### src/rtl/mem_ctrl_pkg.sv
// Shared definitions for the main-memory initiator: sizing constants, the
// controller state encoding and the request range/length helpers.
package mem_ctrl_pkg;

    localparam int ADDR_W    = 16;
    localparam int DATA_W    = 16;
    localparam int MEM_DEPTH = 16384;
    localparam int MAX_BURST = 8;
    localparam int LEN_W     = 4;

    typedef enum logic [2:0] {
        IDLE,
        RD_ADDR,
        RD_CAP,
        RD_RSP,
        WR,
        WR_RSP,
        ERR_RSP
    } ctrl_state_t;

    // A zero length means a single word; anything above MAX_BURST is clamped.
    function automatic logic [LEN_W-1:0] effective_len(input logic [LEN_W-1:0] len);
        if (len == '0) begin
            return LEN_W'(1);
        end
        if (len > LEN_W'(MAX_BURST)) begin
            return LEN_W'(MAX_BURST);
        end
        return len;
    endfunction

    // The last touched word is checked in ADDR_W+1 bits so a burst can never
    // wrap past the top of the address space and look legal.
    function automatic logic in_range(
        input logic              is_write,
        input logic [ADDR_W-1:0] addr,
        input logic [LEN_W-1:0]  len
    );
        logic [ADDR_W:0] last_addr;
        last_addr = {1'b0, addr};
        if (!is_write) begin
            last_addr = last_addr + (ADDR_W+1)'(len) - (ADDR_W+1)'(1);
        end
        return last_addr < (ADDR_W+1)'(MEM_DEPTH);
    endfunction

endpackage

### src/rtl/mem_master_ctrl.sv
// Main-memory initiator: turns valid/ready load/store requests into registered
// memory accesses and returns one response beat per word (or one ack/error).
module mem_master_ctrl
    import mem_ctrl_pkg::*;
(
    input  logic              clk,
    input  logic              reset,

    input  logic              req_valid,
    output logic              req_ready,
    input  logic              req_write,
    input  logic [ADDR_W-1:0] req_addr,
    input  logic [DATA_W-1:0] req_wdata,
    input  logic [LEN_W-1:0]  req_len,

    output logic              rsp_valid,
    input  logic              rsp_ready,
    output logic [DATA_W-1:0] rsp_rdata,
    output logic              rsp_last,
    output logic              rsp_err,

    output logic [ADDR_W-1:0] mem_addr,
    output logic [DATA_W-1:0] mem_data_in,
    output logic              mem_write_enable,
    input  logic [DATA_W-1:0] mem_data_out
);

    ctrl_state_t       r_state;
    logic [ADDR_W-1:0] r_mar;
    logic [DATA_W-1:0] r_mbr;
    logic [DATA_W-1:0] r_data_in;
    logic [LEN_W-1:0]  r_beats;
    logic              r_we;
    logic              r_rsp_valid;
    logic              r_rsp_last;
    logic              r_rsp_err;

    logic [LEN_W-1:0]  w_eff_len;
    logic              w_legal;
    logic              w_accept;
    logic              w_rsp_hs;

    assign w_eff_len = effective_len(req_len);
    assign w_legal   = in_range(req_write, req_addr, w_eff_len);
    // Ready is held low while reset is asserted so nothing is accepted then.
    assign req_ready = (r_state == IDLE) && !reset;
    assign w_accept  = req_valid && req_ready;
    assign w_rsp_hs  = r_rsp_valid && rsp_ready;

    always_ff @(posedge clk or posedge reset) begin
        if (reset) begin
            r_state     <= IDLE;
            r_mar       <= '0;
            r_mbr       <= '0;
            r_data_in   <= '0;
            r_beats     <= '0;
            r_we        <= 1'b0;
            r_rsp_valid <= 1'b0;
            r_rsp_last  <= 1'b0;
            r_rsp_err   <= 1'b0;
        end else begin
            case (r_state)
                IDLE: begin
                    if (w_accept) begin
                        if (!w_legal) begin
                            r_mbr       <= '0;
                            r_rsp_valid <= 1'b1;
                            r_rsp_last  <= 1'b1;
                            r_rsp_err   <= 1'b1;
                            r_state     <= ERR_RSP;
                        end else if (req_write) begin
                            r_mar     <= req_addr;
                            r_data_in <= req_wdata;
                            r_we      <= 1'b1;
                            r_state   <= WR;
                        end else begin
                            r_mar   <= req_addr;
                            r_beats <= w_eff_len;
                            r_state <= RD_ADDR;
                        end
                    end
                end

                // Memory samples the address on this edge; its data appears after it.
                RD_ADDR: begin
                    r_state <= RD_CAP;
                end

                RD_CAP: begin
                    r_mbr       <= mem_data_out;
                    r_rsp_valid <= 1'b1;
                    r_rsp_last  <= (r_beats == LEN_W'(1));
                    r_state     <= RD_RSP;
                end

                RD_RSP: begin
                    if (w_rsp_hs) begin
                        r_rsp_valid <= 1'b0;
                        r_rsp_last  <= 1'b0;
                        if (r_beats > LEN_W'(1)) begin
                            r_mar   <= r_mar + ADDR_W'(1);
                            r_beats <= r_beats - LEN_W'(1);
                            r_state <= RD_ADDR;
                        end else begin
                            r_beats <= '0;
                            r_state <= IDLE;
                        end
                    end
                end

                WR: begin
                    r_we        <= 1'b0;
                    r_mbr       <= '0;
                    r_rsp_valid <= 1'b1;
                    r_rsp_last  <= 1'b1;
                    r_state     <= WR_RSP;
                end

                WR_RSP, ERR_RSP: begin
                    if (w_rsp_hs) begin
                        r_rsp_valid <= 1'b0;
                        r_rsp_last  <= 1'b0;
                        r_rsp_err   <= 1'b0;
                        r_state     <= IDLE;
                    end
                end

                default: begin
                    r_we        <= 1'b0;
                    r_rsp_valid <= 1'b0;
                    r_state     <= IDLE;
                end
            endcase
        end
    end

    assign mem_addr         = r_mar;
    assign mem_data_in      = r_data_in;
    assign mem_write_enable = r_we;
    assign rsp_valid        = r_rsp_valid;
    assign rsp_rdata        = r_mbr;
    assign rsp_last         = r_rsp_last;
    assign rsp_err          = r_rsp_err;

endmodule

### config.mk
export PLATFORM = sky130hd
export DESIGN_NAME = mem_master_ctrl
export DESIGN_NICKNAME = d
export VERILOG_FILES = /design/src/rtl/mem_ctrl_pkg.sv /design/src/rtl/mem_master_ctrl.sv
export SDC_FILE = /design/constraint.sdc
export NUM_CORES = 1
export LEC_CHECK = 0
export ABC_AREA = 1
export CORE_MARGIN = 8
export CORE_UTILIZATION = 40
export CTS_CLUSTER_DIAMETER = 80
export DETAILED_ROUTE_END_ITERATION = 8
export PLACE_DENSITY = 0.74
export SLEW_MARGIN = 15
export SYNTH_ARGS = -nofsm -noshare
export SYNTH_HDL_FRONTEND = slang
export SYNTH_SLANG_ARGS = --single-unit
### constraint.sdc
create_clock -name clk -period 1.6 [get_ports clk]
set_input_delay 0.16 -clock clk [delete_from_list [all_inputs] [get_ports clk]]
set_output_delay 0.16 -clock clk [all_outputs]
set_load 0.02 [all_outputs]
==> results.ini, run 1 <==
[yosys]
synth.top_cell.area_share_pct=37.7
ys_top_cells_by_area=dfrtp_1 38%, nand2_1 18%, nand4_1 6.7%
synth.distinct_cells=41
ys_seq_area_share_pct=37.7
yosys_warnings=0
synthCells=527
synth_seq_cells=59
syn_area_um2=3910
synth_nets=604
synth_area_per_cell_um2=7.43
synth_top_cell_by_area=dfrtp_1

[timing]
final-setup-viol-count=59
hold-worst-slack_ns=0.321
setup_slack_ns=-0.420
worst_pin_slew_ns=0.469
fmax_mhz=495
rsz0062_at_grt=true
fin_skew_ns=0.0121
hold_viol=0
max_slew_margin_pct=68.5
min_period_ns=2.02
drv_slew=0
final.period_utilization_pct=126
setup-tns-final_ns=-21.05

[critical_path]
arrival_ns=2.25
critPathLaunchType=input port
ff2ff_setup_slack_ns=-0.34
required_ns=1.83
worstRegToRegCells=11
cp-end-kind=flip-flop
setup.worst_path.class=in2reg
r2r-end=mem_addr[15]
r2r_start=mem_addr[1]
path_max_fanout=8

[layout]
antennaDiodeCount=0
layout_commonest_cell=nand2_1
syn2layout_area_growth_pct=70.5
fin_nets=817
drive_above_1_share_pct=33.2
final_cell_mix=158 x nand2_1, 98 x buf_4, 79 x clkdlybuf4s50_1, 58 x dfrtp_1, 46 x inv_1

[grt]
grt_pass1_wl_um=22300
grt_usage_pct=20.9
antenna_found_initial=0
grt_pass1_vias=4646
grt-ovfl-total=0
grt_max_degree=23

[floorplanning]
initial_core_util_pct=40.6
core_um2=9640
num_rows=36
die-area_um2=13200
io_pins=110
die_w_um=115
die_h_um=115

[routing]
drcViolationCount=0
drt_iter0_markers=269
firstDrtPassIters=5
routed_via_density=5.18
wl_per_cell_um=15.9
routed_wl_um=14000
ant_nets=0
dr_total_vias=4547

[placement]
io_buffers=109
routabilityCongestion=0.893
hpwlAfterDp_um=9500

[clock_tree]
root_buffer=clkbuf_8
cts_tree=built
clk_latency_ns=0.34
numCtsBuffers=9
htreeDepth=3
clock_sinks=59
clk_path_buf_depth=2
path_clk_slew_ns=0.07
ctsHoldBuffers=0

[job]
drv_cap=0

[power]
ir_worst_vdd_mv=1.29
power_leakage_nw=3.30
power_density_nw_per_um2=1610

[min_path]
whs_path_depth=6
hp-class=in2reg
min_to=mem_addr[3]
hp-start=req_addr[3]

[status]
violations=negative setup slack
status=finished with violations

==> stage by stage <==
stage / util (%) / cells / area [um2] / power, mW / setup WS [ns]
after CTS: 67.6 / 874 / 6510 / 10.5 / -0.344
after global placement: 60.2 / 832 / 5810 / 8.22 / -1.17
after floorplan: - / 527 / 4000 / 5.79 / -0.470
final: 69.2 / 878 / 6670 / 10.7 / -0.420
after global routing: 69.2 / 878 / 6670 / 11.5 / -0.526
after detailed placement: 60.2 / 832 / 5810 / 8.40 / -1.26
==> worst max-delay path: stages <==
cell,delay (ns)
buf_12,0.11
inv_16,0.05
nand2_4,0.04
ha_4,0.27
inv_4,0.03
ha_4,0.26
nand2_2,0.05
inv_2,0.06
nand3_2,0.05
nand2_1,0.05
nand2_1,0.04
nand2_1,0.07
nand2_2,0.08
nand3_2,0.07
nand2_2,0.06
nor2_4,0.15
nand3_4,0.15
nand2_8,0.14
nand3_4,0.16
nand2_2,0.14
nand2_2,0.05
==> final cells by class <==
class / instances / area [um2]
Tap cell: 133 / 166
Clock buffer: 11 / 141
Fill cell: 716 / 2970
Timing Repair Buffer: 214 / 1920
Sequential cell: 59 / 1480
Multi-Input combinational cell: 392 / 2590
Inverter: 64 / 273
Clock inverter: 5 / 100
==> what timing repair did <==
action	in CTS	in global routing
setup endpoints to repair	66	64
buffers inserted	21	4
pin swaps	40	20
gates resized for setup	110	43
gates cloned	6	0
==> synthesized netlist by cell type, drive strengths merged <==
cell type,count
xor2,9
a211oi,1
clkbuf,8
inv,63
dfrtp,59
or2,1
nor3,9
nand4,43
o21bai,2
o21ai,19
a21oi,10
nand3,27
o211ai,1
xnor2,4
and3,1
nor3b,1
nand3b,1
clkinv,1
nor2b,1
buf,9
o22ai,5
a31oi,2
nand2,194
nor2,34
a21o,2
ha,20
==> cells by family after synthesis <==
group	after synthesis	synth area share [%]
buffers and inverters	81	8.82
adders and majority gates	20	6.39
DFF	59	37.7
xor gates and xnor gates	13	2.91
and+or+nand+nor	312	37.8
AOI/OAI and AO/OA	42	6.36
==> how the worst max path moves through the flow <==
stage / endpoint / startpoint / slack, ns
3_3_place_gp: mem_addr[7] / req_len[3] / -1.17
4_1_cts: r_beats[3] / req_len[3] / -0.34
3_5_place_dp: mem_addr[0] / req_len[3] / -1.26
2_1_floorplan: mem_addr[10] / req_len[3] / -0.47
6_report: mem_addr[0] / req_len[3] / -0.42
5_1_grt: mem_addr[5] / req_len[3] / -0.53
==> report_power, final <==
part	internal (mW)	total (mW)	leakage [nW]	switching [mW]
combinational	2.78	6.30	2.42	3.52
sequential	2.16	2.78	0.756	0.624
clock	1.07	1.66	0.123	0.589
==> layer usage <==
layer	vias up	part of all wire [%]	GRT usage [%]
li1	2155	-	-
met1	2182	39	23.3
met2	173	53	37.9
met3	37	5.1	3.52
met4	0	3.5	10.2
met5	-	0	0
==> state kept, by name, summed over array words and instances (netlist names) <==
| name | count |
|---|---|
| r_beats | 4 |
| mem_data_in | 16 |
| mem_write_enable | 1 |
| rsp_last | 1 |
| mem_addr | 16 |
| rsp_rdata | 16 |
| rsp_err | 1 |
| r_state | 3 |
| rsp_valid | 1 |
Power figures use the tool's default switching activity.
==> inputs of run 2 (changes only) <==
Settings changed: CORE_MARGIN 8 to 5.
==> run 2 against run 1 <==
The flow still finishes with violations (negative setup slack). Sequential power is 1% lower. Cell count is 0.80% lower. Hold slack worse by 0.025 ns. Routed wire length is 0.49% lower. Sequential share of layout area hardly changed. Fmax is 5.4% lower. First-iteration DRC count is 1.5% lower. Die area is 10% lower. Power is 2.9% higher. Sequential cell count stayed put. Worst setup slack worse by 0.12 ns. Combinational power is 5.4% higher. Critical path type unchanged. Largest power group unchanged.
==> results.ini, run 2 (synthesized netlist as in run 1, its figures left out) <==
[placement]
hpwlAfterDp_um=9040  ; -4.8%
routabilityCongestion=0.880  ; -1.4%
io_buffers=109  ; unchanged
dp.cells=829  ; -0.36%
placed_area_um2=5780  ; -0.52%

[layout]
instances_no_fill=871  ; -0.80%
layout_commonest_cell=nand2_1
final_cell_mix=164 x nand2_1, 86 x buf_4, 75 x clkdlybuf4s50_1, 58 x dfrtp_1
syn2layout_area_growth_pct=70.6  ; about the same
drive_above_1_share_pct=32.4  ; -0.77 points
fin_area_um2=6680  ; about the same
fin_nets=810  ; -0.86%
antennaDiodeCount=0  ; unchanged

[timing]
fin_skew_ns=0.00652  ; -0.00560 ns
setup_slack_ns=-0.535  ; -0.115 ns
min_period_ns=2.14  ; +0.115 ns
final.period_utilization_pct=133  ; +7.2 points
fmax_mhz=468  ; -5.4%
final-setup-viol-count=59  ; unchanged
worst_pin_slew_ns=0.402  ; -0.0675 ns
drv_slew=0  ; unchanged
hold-worst-slack_ns=0.296  ; -0.0250 ns
hold_viol=0  ; unchanged
rsz0062_at_grt=true
max_slew_margin_pct=73.1  ; +4.7 points

[clock_tree]
path_clk_slew_ns=0.07  ; about the same
clk_path_buf_depth=2  ; unchanged
htreeDepth=3  ; unchanged
root_buffer=clkbuf_8
clock_sinks=59  ; unchanged
clk_latency_ns=0.35  ; about the same
cts_tree=built
numCtsBuffers=9  ; unchanged

[routing]
drcViolationCount=0  ; unchanged
firstDrtPassIters=4  ; -1
ant_nets=0  ; unchanged
routed_wl_um=13900  ; -0.49%
drt_iter0_markers=265  ; -1.5%
top_layer_used=met4
met2_length_um=7380  ; +0.19%
routed_via_density=5.20  ; +0.32%
wl_met3_um=727  ; +1.4%
wl_met1_um=5250  ; -2.8%
dr_total_vias=4525  ; -0.48%
wl_per_cell_um=16.0  ; +0.31%

[power]
power_density_nw_per_um2=1660  ; +2.8%
power_leakage_nw=3.31  ; +0.48%
p_total_mw=11.1  ; +2.9%
ir_worst_vdd_mv=1.26  ; -2.3%

[grt]
grt-ovfl-total=0  ; unchanged
grt_max_degree=41  ; +78%
grt_pass1_wl_um=22200  ; -0.74%
grt_pass1_vias=4667  ; +0.45%
grt_usage_pct=23.6  ; +2.7 points
antenna_found_initial=0  ; unchanged

[critical_path]
crit_top_cell=nand2_2
cp-end-kind=flip-flop
path_max_fanout=8  ; unchanged
required_ns=1.84  ; about the same
crit_slowest_cell=ha_1
slowest_delay_ns=0.33  ; +0.06 ns
setup.worst_path.class=in2reg
path_cells=clkdlybuf4s15_2, inv_1, ha_1, nand4_1, buf_4, nor2_1, nand2_2, nand3_2, nand2_2, nor2_4, nand3_4, nand2_8, buf_6, nand3_4, nand2_2, nand2_2
arrival_ns=2.38  ; +0.13 ns
critPathLaunchType=input port

[floorplanning]
initial_core_util_pct=40.6  ; unchanged
die-area_um2=11900  ; -10%
die_h_um=109  ; -5.2%
io_pins=110  ; unchanged
die_w_um=109  ; -5.2%
num_rows=36  ; unchanged
core_um2=9640  ; unchanged

[status]
violations=negative setup slack
status=finished with violations

[job]
drv_cap=0  ; unchanged

[min_path]
hp-class=in2reg

run 2: final timing paths:
check | startpoint | slack (ns) | depth (start not counted) | endpoint
setup / recovery | req_addr[10] | -0.54 | 16 | mem_addr[1]
hold / removal | req_addr[3] | 0.30 | 6 | mem_addr[3]
setup reg to reg | mem_addr[0] | -0.35 | 10 | mem_addr[14]
hold reg to reg | rsp_rdata[5] | 0.47 | 2 | rsp_rdata[5]
max in group asynchronous | reset | 0.96 | 4 | rsp_rdata[11]
min in group asynchronous | reset | 0.42 | 4 | r_state[0]
run 2: layout make-up:
class,count,area [um2]
tap,133,166
inverter,64,273
timing repair buffer,207,1920
fill,712,2960
clock inverter,5,100
multi-input combinational,392,2600
sequential,59,1480
clock buffer,11,141
run 2: through the flow:
stage / utilization (%) / setup TNS [ns] / setup WS [ns]
final: 69.3 / -24.96 / -0.535
after global routing: 69.3 / -30.73 / -0.609
after CTS: 68.2 / -20.25 / -0.430
after detailed placement: 59.9 / -71.09 / -1.27
after global placement: 59.9 / -68.07 / -1.19
after floorplan: - / -21.91 / -0.470
run 2: where the power goes:
part | switching [mW] | internal (mW) | total, mW
logic | 3.67 | 2.97 | 6.64
clock network | 0.602 | 1.07 | 1.67
registers | 0.583 | 2.16 | 2.74
total | 4.85 | 6.20 | 11.1
run 2: worst max-delay path: cells and delay by family:
| family | cells | cell delay [ns] |
|---|---|---|
| buffers and inverters | 4 | 0.57 |
| adders and majority gates | 1 | 0.33 |
| and+or+nand+nor | 11 | 1.33 |
run 2: per-layer routing:
metal | vias to the layer above | track usage, %
met4 | 0 | 10.6
met2 | 177 | 42.5
li1 | 2145 | -
met3 | 47 | 5.03
met5 | - | 0
met1 | 2156 | 26.7
run 2: what timing repair did:
item / 4_1_cts / 5_1_grt
pin swaps: 46 / 27
gates resized for setup: 129 / 38
setup buffers: 17 / 6
cloned: 7 / 0
endpoints found under the setup margin: 68 / 65
hold buffers: 0 / 0
endpoints found under the hold margin: 0 / 0
==> inputs of run 3 (changes only) <==
Settings changed: PLACE_DENSITY 0.74 to 0.8, SKIP_LAST_GASP set to 1.
==> run 3 against run 2 <==
The flow still finishes with violations (negative setup slack). Utilization increased by 0.73 points. Sequential power grew 1%. Final area up 1.0%. Sequential share of layout area down 0.25 points. Non-clock buffer count is 12 higher. Clock skew grew 0.0022 ns. Worst setup slack worse by 0.062 ns. Routed wire length grew 10%. Cell count grew 1.3%. Hold slack gained 0.053 ns. Die area unchanged. Critical path type unchanged.
==> results.ini, run 3 (synthesized netlist as in run 1, its figures left out) <==
[floorplanning]
num_rows=36  ; unchanged
core_um2=9640  ; unchanged
die-area_um2=11900  ; unchanged
io_pins=110  ; unchanged
die_h_um=109  ; unchanged
die_w_um=109  ; unchanged
initial_core_util_pct=40.6  ; unchanged

[layout]
syn2layout_area_growth_pct=72.4
drive_above_1_share_pct=35.6  ; +3.3 points
fill_cells=677  ; -4.9%
antennaDiodeCount=0  ; unchanged
fin_nets=821  ; +1.4%
multi_input_area_um2=2640  ; +1.5%
ff_latch_area_um2=1480  ; about the same
final_cell_mix=158 x nand2_1, 98 x buf_4, 78 x clkdlybuf4s50_1, 59 x dfrtp_1, 42 x nand4_1
layout_commonest_cell=nand2_1

[critical_path]
cp-end-kind=flip-flop
setup.worst_path.class=in2reg
path_max_fanout=8  ; unchanged
arrival_ns=2.42  ; +0.04 ns
required_ns=1.82  ; -0.02 ns
slowest_delay_ns=0.26  ; -0.07 ns
crit_top_cell=nand2_2
crit_slowest_cell=ha_4
path_cells=buf_12, inv_16, nand2_8, ha_4, inv_2, ha_4, nand2_2, inv_2, nand3_2, nand2_1, nand2_1, nand2_1, nand2_2, nand3_2, nand2_2, nor2_4, nand3_4, nand2_8, nand3_4, nand2_2, nand2_2
critPathLaunchType=input port

[timing]
fin_skew_ns=0.00870  ; +0.00218 ns
fmax_mhz=455  ; -2.8%
setup_slack_ns=-0.598  ; -0.0625 ns
final.period_utilization_pct=137  ; +3.9 points
rsz0062_at_grt=true
drv_slew=0  ; unchanged
final-setup-viol-count=59  ; unchanged
worst_pin_slew_ns=0.503  ; +0.101 ns
setup-tns-final_ns=-30.56  ; -5.61 ns
max_slew_margin_pct=66.3  ; -6.9 points
hold_viol=0  ; unchanged
min_period_ns=2.20  ; +0.0625 ns

[status]
violations=negative setup slack
status=finished with violations

[clock_tree]
root_buffer=clkbuf_8
numCtsBuffers=9  ; unchanged
clk_path_buf_depth=2  ; unchanged
clk_latency_ns=0.34  ; about the same
clock_sinks=59  ; unchanged
htreeDepth=3  ; unchanged
cts_tree=built
path_clk_slew_ns=0.07  ; about the same
ctsHoldBuffers=0  ; unchanged

[power]
p_total_mw=10.9  ; -1.4%
power_density_nw_per_um2=1620  ; -2.5%
power_leakage_nw=3.34  ; +0.91%
ir_worst_vdd_mv=1.09  ; -13%

[routing]
drt_iter0_markers=368  ; +39%
wl_per_cell_um=17.4  ; +8.8%
dr_total_vias=4819  ; +6.5%
drcViolationCount=0  ; unchanged
routed_wl_um=15300  ; +10%
firstDrtPassIters=5  ; +1
routed_via_density=5.46  ; +5.2%
ant_nets=0  ; unchanged

[placement]
io_buffers=109  ; unchanged
routabilityCongestion=0.920  ; +4.6%
hpwlAfterDp_um=9390  ; +3.9%

[job]
drv_cap=0  ; unchanged

[grt]
grt_pass1_vias=5000  ; +7.1%
grt_usage_pct=25.3  ; +1.6 points
antenna_found_initial=0  ; unchanged
grt_pass1_wl_um=23700  ; +6.8%
grt-ovfl-total=0  ; unchanged
grt_max_degree=33  ; -20%

[min_path]
hp-class=in2reg

-- run 3: path summary, 6_finish.rpt --
check	startpoint	endpoint	slack, ns	depth (start not counted)
min	req_addr[11]	mem_addr[11]	0.35	6
min reg2reg	rsp_rdata[7]	rsp_rdata[7]	0.47	2
max in group asynchronous	reset	r_beats[1]	0.82	4
max reg2reg	r_state[2]	mem_addr[0]	-0.41	6
min in group asynchronous	reset	rsp_rdata[1]	0.46	4
max	req_len[3]	mem_addr[0]	-0.60	21
-- run 3: area by class of cell --
| type | count | share of cell area, % |
|---|---|---|
| multi-input cells | 391 | 39.2 |
| repair buffers | 219 | 29.3 |
| flip-flops and latches | 59 | 21.9 |
| inverters | 64 | 4.04 |
| well taps | 133 | 2.47 |
| clock buffers | 12 | 2.45 |
| clock inverters | 4 | 0.705 |
-- run 3: repair_timing --
item	in CTS	in global routing
resized for setup	127	62
setup buffers	29	1
endpoints found under the setup margin	65	67
pin swaps	54	31
cloned	5	0
-- run 3: worst max-delay path: cells and delay by family --
family | cells | cell delay, ns
fa+ha+maj | 2 | 0.52
simple gates | 15 | 1.44
buf+inv | 4 | 0.27
-- run 3: layer usage --
layer / share of wire (%) / track usage, % / up-vias
met5: 0 / 0 / -
met2: 51 / 45.4 / 266
li1: - / - / 2165
met3: 6.0 / 4.68 / 94
met4: 6.9 / 14.2 / 0
met1: 36 / 27.9 / 2294
-- run 3: report_power, final --
group / internal (mW) / leakage, nW / total, mW / switching, mW
Combinational: 2.98 / 2.48 / 6.69 / 3.71
Clock: 0.841 / 0.108 / 1.43 / 0.589
Sequential: 2.16 / 0.758 / 2.78 / 0.617
-- run 3: through the flow --
step	setup slack, ns	instance area, um2	util [%]	cells	hold WS [ns]
2_1_floorplan	-0.470	4000	-	527	0.260
3_3_place_gp	-1.19	5810	60.3	834	0.455
3_5_place_dp	-1.26	5810	60.3	834	0.457
4_1_cts	-0.371	6630	68.8	883	0.320
5_1_grt	-0.714	6750	70.0	882	0.345
6_report	-0.598	6750	70.0	882	0.349
